<file path="config.mk">
export PLATFORM = sky130hd
export DESIGN_NAME = inst_prefetch_queue
export DESIGN_NICKNAME = d
export VERILOG_FILES = /design/src/rtl/inst_prefetch_queue.sv
export SDC_FILE = /design/constraint.sdc
export NUM_CORES = 1
export LEC_CHECK = 0
export ABC_AREA = 1
export CORE_ASPECT_RATIO = 1.25
export CORE_MARGIN = 5
export CORE_UTILIZATION = 50
export DETAILED_ROUTE_END_ITERATION = 16
export PLACE_DENSITY = 0.86
export SETUP_SLACK_MARGIN = 0.5
export SKIP_CTS_REPAIR_TIMING = 1
export SLEW_MARGIN = 25
export SYNTH_ARGS = -nofsm -noshare
export SYNTH_HDL_FRONTEND = slang
export SYNTH_SLANG_ARGS = --single-unit
</file>
<file path="constraint.sdc">
create_clock -name clk -period 3 [get_ports clk]
set_clock_uncertainty 0.15 [all_clocks]
set_input_delay 0.9 -clock clk [delete_from_list [all_inputs] [get_ports clk]]
set_output_delay 0.9 -clock clk [all_outputs]
set_load 0.1 [all_outputs]
</file>
<file path="src/rtl/inst_prefetch_queue.sv">
// Instruction prefetch queue: issues sequential fetches on an in-order
// request/grant memory port, tags each slot with its PC and hands
// {pc, inst} to IF in program order. A taken redirect squashes queued
// slots and discards responses for fetches already in flight.
module inst_prefetch_queue #(
   parameter int              PC_W     = 15,
   parameter int              INST_W   = 32,
   parameter int              DEPTH    = 4,
   parameter logic [PC_W-1:0] RESET_PC = '0,
   parameter int              PC_STEP  = 4
) (
   input  logic              clk,
   input  logic              reset,
   input  logic              redirect,
   input  logic [PC_W-1:0]   redirect_pc,
   output logic              imem_req,
   output logic [PC_W-1:0]   imem_addr,
   input  logic              imem_gnt,
   input  logic              imem_rvalid,
   input  logic [INST_W-1:0] imem_rdata,
   output logic              deq_valid,
   input  logic              deq_ready,
   output logic [PC_W-1:0]   deq_pc,
   output logic [INST_W-1:0] deq_inst,
   output logic              resp_err
);

   localparam int              AW      = $clog2(DEPTH);
   localparam int              CW      = AW + 1;
   localparam logic [CW-1:0]   DEPTH_C = CW'(DEPTH);
   localparam logic [PC_W-1:0] STEP_C  = PC_W'(PC_STEP);

   typedef enum logic {
      ST_FETCH,
      ST_DISCARD
   } state_t;

   state_t              state_q, state_d;
   logic [PC_W-1:0]     fetch_pc_q, fetch_pc_d;
   logic [PC_W-1:0]     slot_pc_q   [DEPTH];
   logic [PC_W-1:0]     slot_pc_d   [DEPTH];
   logic [INST_W-1:0]   slot_inst_q [DEPTH];
   logic [INST_W-1:0]   slot_inst_d [DEPTH];
   logic [DEPTH-1:0]    slot_done_q, slot_done_d;
   logic [AW-1:0]       head_q, head_d;
   logic [AW-1:0]       tail_q, tail_d;
   logic [AW-1:0]       fill_q, fill_d;
   logic [CW-1:0]       alloc_cnt_q, alloc_cnt_d;
   logic [CW-1:0]       drop_cnt_q, drop_cnt_d;
   logic                resp_err_q, resp_err_d;

   logic [CW-1:0]       outstanding;
   logic [CW-1:0]       pend_cnt;
   logic                issue_go;
   logic                deq_go;

   // Slots between fill and tail are awaiting data; fill==tail is either
   // none or all of them, told apart by whether the queue is full and undone.
   always_comb begin
      if (tail_q == fill_q) begin
         outstanding = (alloc_cnt_q == DEPTH_C && !slot_done_q[fill_q]) ? DEPTH_C : '0;
      end else begin
         outstanding = {1'b0, AW'(tail_q - fill_q)};
      end
   end

   // Port outputs; everything is forced quiet while reset is held.
   always_comb begin
      imem_req  = !reset && state_q == ST_FETCH && !redirect && alloc_cnt_q < DEPTH_C;
      imem_addr = fetch_pc_q;
      deq_valid = !reset && !redirect && alloc_cnt_q != '0 && slot_done_q[head_q];
      deq_pc    = reset ? '0 : slot_pc_q[head_q];
      deq_inst  = reset ? '0 : slot_inst_q[head_q];
      resp_err  = resp_err_q;
      issue_go  = imem_req && imem_gnt;
      deq_go    = deq_valid && deq_ready;
   end

   // Next-state: redirect squash, discard countdown, or normal issue/fill/dequeue.
   always_comb begin
      // NOTE: every *_d starts as its *_q so no path through this block leaves
      // a signal unassigned, which would otherwise infer a latch.
      state_d     = state_q;
      fetch_pc_d  = fetch_pc_q;
      slot_pc_d   = slot_pc_q;
      slot_inst_d = slot_inst_q;
      slot_done_d = slot_done_q;
      head_d      = head_q;
      tail_d      = tail_q;
      fill_d      = fill_q;
      alloc_cnt_d = alloc_cnt_q;
      drop_cnt_d  = drop_cnt_q;
      resp_err_d  = resp_err_q;
      pend_cnt    = '0;

      if (redirect) begin
         // In DISCARD the queue is empty, so in-flight fetches live in drop_cnt.
         pend_cnt = (state_q == ST_DISCARD) ? drop_cnt_q : outstanding;
         if (imem_rvalid) begin
            if (pend_cnt != '0) pend_cnt = pend_cnt - CW'(1);
            else                resp_err_d = 1'b1;
         end
         head_d      = '0;
         tail_d      = '0;
         fill_d      = '0;
         alloc_cnt_d = '0;
         slot_done_d = '0;
         fetch_pc_d  = redirect_pc;
         drop_cnt_d  = pend_cnt;
         state_d     = (pend_cnt != '0) ? ST_DISCARD : ST_FETCH;
      end else if (state_q == ST_DISCARD) begin
         if (imem_rvalid) begin
            if (drop_cnt_q != '0) begin
               drop_cnt_d = drop_cnt_q - CW'(1);
               if (drop_cnt_q == CW'(1)) state_d = ST_FETCH;
            end else begin
               resp_err_d = 1'b1;
               state_d    = ST_FETCH;
            end
         end
      end else begin
         if (issue_go) begin
            slot_pc_d[tail_q]   = fetch_pc_q;
            slot_done_d[tail_q] = 1'b0;
            tail_d              = tail_q + AW'(1);
            fetch_pc_d          = fetch_pc_q + STEP_C;
         end
         if (imem_rvalid) begin
            if (outstanding != '0) begin
               slot_inst_d[fill_q] = imem_rdata;
               slot_done_d[fill_q] = 1'b1;
               fill_d              = fill_q + AW'(1);
            end else begin
               resp_err_d = 1'b1;
            end
         end
         if (deq_go) head_d = head_q + AW'(1);
         if (issue_go && !deq_go)      alloc_cnt_d = alloc_cnt_q + CW'(1);
         else if (!issue_go && deq_go) alloc_cnt_d = alloc_cnt_q - CW'(1);
      end
   end

   // Control state register with asynchronous reset.
   always_ff @(posedge clk or posedge reset) begin
      // NOTE: state registers use non-blocking assignments so every flop
      // samples the values from before the edge, independent of block order.
      if (reset) begin
         state_q     <= ST_FETCH;
         fetch_pc_q  <= RESET_PC;
         slot_done_q <= '0;
         head_q      <= '0;
         tail_q      <= '0;
         fill_q      <= '0;
         alloc_cnt_q <= '0;
         drop_cnt_q  <= '0;
         resp_err_q  <= 1'b0;
      end else begin
         state_q     <= state_d;
         fetch_pc_q  <= fetch_pc_d;
         slot_done_q <= slot_done_d;
         head_q      <= head_d;
         tail_q      <= tail_d;
         fill_q      <= fill_d;
         alloc_cnt_q <= alloc_cnt_d;
         drop_cnt_q  <= drop_cnt_d;
         resp_err_q  <= resp_err_d;
      end
   end

   // Slot payload storage.
   always_ff @(posedge clk) begin
      // NOTE: payload arrays are not reset; a slot is only read once its done
      // bit (which is reset) marks it valid, so clearing them buys nothing.
      slot_pc_q   <= slot_pc_d;
      slot_inst_q <= slot_inst_d;
   end

endmodule

</file>
==> summary by stage, run 1 <==
Outcome
The flow ran to the end, but the final reports show violations. The checks that failed: negative setup slack.

Setup path
The startpoint identified for the worst register-to-register timing path is head_q[0]. The critical path required time is 1950 ps. In this run the register-to-register setup slack is 710 ps.

The startpoint kind of the worst setup timing path is a flip-flop. The worst setup path is captured at an output pin. The worst register-to-register path ends at alloc_cnt_q[2]. The startpoint-to-endpoint class of the critical path is reg2out.

The maximum fanout encountered on the critical timing path is 7. For the worst flop-to-flop path, the logic depth is 12. At the worst endpoint, the arrival time is 2040 ps.

Min path
In this run the worst hold path is classified as reg2reg. In this run the most critical hold path is launched from resp_err. Counting instances, the worst hold path has a depth of 1. The worst hold path terminates at resp_err.

Die
In this run the count of I/O pins placed on the die edge is 118. Row generation in the floorplan step produced 56 rows. The floorplan step defined a core boundary enclosing 18800 um^2. The die is 134 um wide. The floorplan step defined a die boundary enclosing 22100 um^2. For this configuration, the core starts out at a cell density of 0.509.

The overall die height is 165 um.

Final layout
The flip-flop and latch area is 6480 um^2. The area occupied by multi-input gates is 3710 um^2. The repair_antennas step left the layout with diodes totalling 0. The relative area change from synthesis to final layout is 45.8%. The final net count is 1090. The total of fill cells in the finished design is 1069. The proportion of layout cells with a drive suffix above 1 is 0.340.

Power
The worst-case IR drop observed on VDD is 0.429 mV. The fraction of power consumed by sequential logic is 0.475. The switching power summed over all nets is 2270 uW. Of the total power, combinational logic draws 0.202.

The internal power is 5360 uW. The total power density per cell area is 546 nW/um^2. Of the total power, the share spent switching nets is 0.297.

The post-route total power is 7630 uW. The share of total power dissipated in the clock network is 0.324. The leakage power is 0.00505 uW.

Logic synthesis
The portion of the post-synthesis area used by sequential elements is 0.675. Among all flip-flop cells after synthesis, the most frequent one is edfxtp_1. The count of distinct cell types in the synthesized netlist is 46. The cell type with the largest total area after synthesis is edfxtp_1.

In the post-synthesis netlist, the biggest area contributors are edfxtp_1, dfrtp_1, nor2_1. The number of flops mapped to enable cells by yosys is 188. Ranked by instance count, the synthesized netlist is headed by nor2_1, edfxtp_1, o21ai_0, a21oi_1, nand2_1. Counting every net in the synthesized netlist gives 926. The area of the mapped netlist is 9590 um^2. After synthesis the netlist holds a flip-flop and latch count of 221. Of the post-synthesis cell area, the dominant cell type holds 0.589. The most common cell in the netlist is nor2_1. The post-synthesis instance total is 857. The post-synthesis async set-or-reset flop share is 0.149. During synthesis, Yosys emitted a total of 0 warnings.

The average cell area after synthesis is 11.2 um^2.

Routing
The ratio of routed vias to standard cells is 5.80. After detailed routing, the number of remaining DRC violations is 0. The number of antenna-violating nets in the routed design is 0. The final wirelength is 26500 um. The post-detailed-route wirelength per cell is 20.9 um.

For this block, the initial DRC count from the detailed router was 593. The first detailed-routing pass took 5 iterations. The routed layout has 7353 vias.

Clocking
In this run the number of H-tree levels came out at 1. Clock-pin slew was measured on the worst setup and hold paths at 60 ps. In this run the deepest clock path goes through 3 buffers. TritonCTS built the clock tree.

The clock net sink count is 221. At the later pin of the worst-skew pair, clock insertion delay measures 490 ps. The tree is rooted in a clkbuf_16.

The number of clock buffers added by TritonCTS is 21.

Timing
The number of failing hold endpoints at the final stage is 0. The final-report max-slew violation count is 0. Across all hold checks on the routed design, the worst slack comes to 343 ps. Timing would allow up to 323 MHz. Setup repair after global routing could not meet its margin everywhere. Dividing the final minimum period by the clock period gives 1.03. The worst pin sits at a relative slew slack of 0.705. The setup slack of the critical path after layout is -94.8 ps. For the pin with the worst max-slew slack, the measured transition is 442 ps. Setup violations remaining at the end of the flow were counted as 25. The final critical delay including setup and external delays is 3090 ps.

Global routing
The number of antenna violations at the first check in global routing was 0. Entering global routing, the biggest net connects 51 pins. The first-pass GRT wire length is 35200 um. The via count of the first global-routing pass is 6844. After global routing the overflow that remains totals 0. In the global route stage, overall resource usage came out at 0.199.

Placed design
The HPWL after detailed placement is 14900 um. The final weighted congestion of routability-driven global placement is 0.832. Buffers placed on the I/O ports in this run total 117.

Run
The number of max-capacitance violations reported is 0.
==> sequential cells by signal, summed over array words and instances (netlist names) <==
register     cells
alloc_cnt_q      3
state_q          1
drop_cnt_q       3
fill_q           2
head_q           2
imem_addr       15
resp_err         1
slot_pc_q       60
slot_done_q      4
slot_inst_q    128
tail_q           2
==> critical path: stages (launching register included) <==
cell       delay, ps
dfrtp_4          470
buf_12           170
buf_12           120
clkbuf_16        150
nor2_1            50
nor2_1           110
o21ai_2           90
a21oi_4          190
buf_12           190
==> per-stage QoR <==
step                      cells  setup WS (ps)  setup TNS [ps]  utilization  instance area (um^2)
final                      1267          -94.8            -763        0.742                 14000
after global routing       1267           -135           -2480        0.742                 14000
after CTS                  1237           -125           -2950        0.689                 13000
after detailed placement   1200           -170            -578        0.655                 12400
after global placement     1200           -129            -254        0.655                 12400
after floorplan             857           31.3               0            -                 10300
==> cell type report <==
type,instances,share of cell area
Timing Repair Buffer,183,0.188
Timing Repair inverter,1,0.000806
Tap cell,232,0.0208
Sequential cell,221,0.464
Clock inverter,11,0.00457
Inverter,47,0.0159
Multi-Input combinational cell,546,0.265
Clock buffer,26,0.0412
==> how the worst max path moves through the flow <==
stage / start / endpoint
4_1_cts: redirect / deq_valid
6_report: head_q[0] / deq_inst[30]
3_3_place_gp: redirect / alloc_cnt_q[2]
3_5_place_dp: redirect / alloc_cnt_q[2]
2_1_floorplan: redirect / imem_req
5_1_grt: head_q[0] / deq_inst[13]
==> metal layers <==
metal  global-route usage  wire length (um)
met1                0.252              9900
met2                0.363             14300
met3               0.0195              1580
met4               0.0622               753
met5                    0                 0
==> power by group through the flow <==
stage / Combinational (uW) / Clock [uW] / Sequential [uW]
final: 1540 / 2470 / 3620
after global routing: 1630 / 2620 / 3630
after CTS: 1480 / 2480 / 3610
after detailed placement: 1470 / 0 / 3670
after global placement: 1430 / 0 / 3660
after floorplan: 851 / 0 / 3810
==> logic make-up after synthesis <==
| kind of cell | count (synthesis) | synth area share |
|---|---|---|
| xor gates and xnor gates | 4 | 0.00366 |
| DFF | 221 | 0.675 |
| and+or+nand+nor | 332 | 0.151 |
| AOI/OAI and AO/OA | 194 | 0.107 |
| adders and majority gates | 16 | 0.0217 |
| buffers and inverters | 90 | 0.0419 |
==> layout by cell type (no fill, tap or decap), drive strengths merged <==
| cell type | count |
|---|---|
| o211ai | 3 |
| nand3b | 2 |
| o32ai | 4 |
| o21ai | 116 |
| nand2 | 70 |
| o22ai | 3 |
| o31ai | 1 |
| o221ai | 1 |
| nand4 | 6 |
| o21bai | 2 |
| or2 | 2 |
| ha | 15 |
| and3 | 1 |
| o21a | 1 |
| nor3 | 7 |
| nor2 | 221 |
| clkdlybuf4s50 | 50 |
| buf | 124 |
| xnor2 | 1 |
| a211oi | 1 |
| edfxtp | 188 |
| clkbuf | 35 |
| clkinv | 11 |
| a21oi | 61 |
| a22oi | 1 |
| dfrtp | 33 |
| fa | 1 |
| nand3 | 23 |
| inv | 48 |
| xor2 | 3 |
(Power assumes the default switching activity.)
==> run 2, diff against run 1 <==
CTS_CLUSTER_DIAMETER = 80   (was unset)
==> results of run 2 <==
Same layout as run 1: the final DEF is identical, and so are final timing and power.
==> run 3, diff against run 2 <==
TNS_END_PERCENT = 100   (was unset)
==> results of run 3 <==
Same layout as run 1: the final DEF is identical, and so are final timing and power.
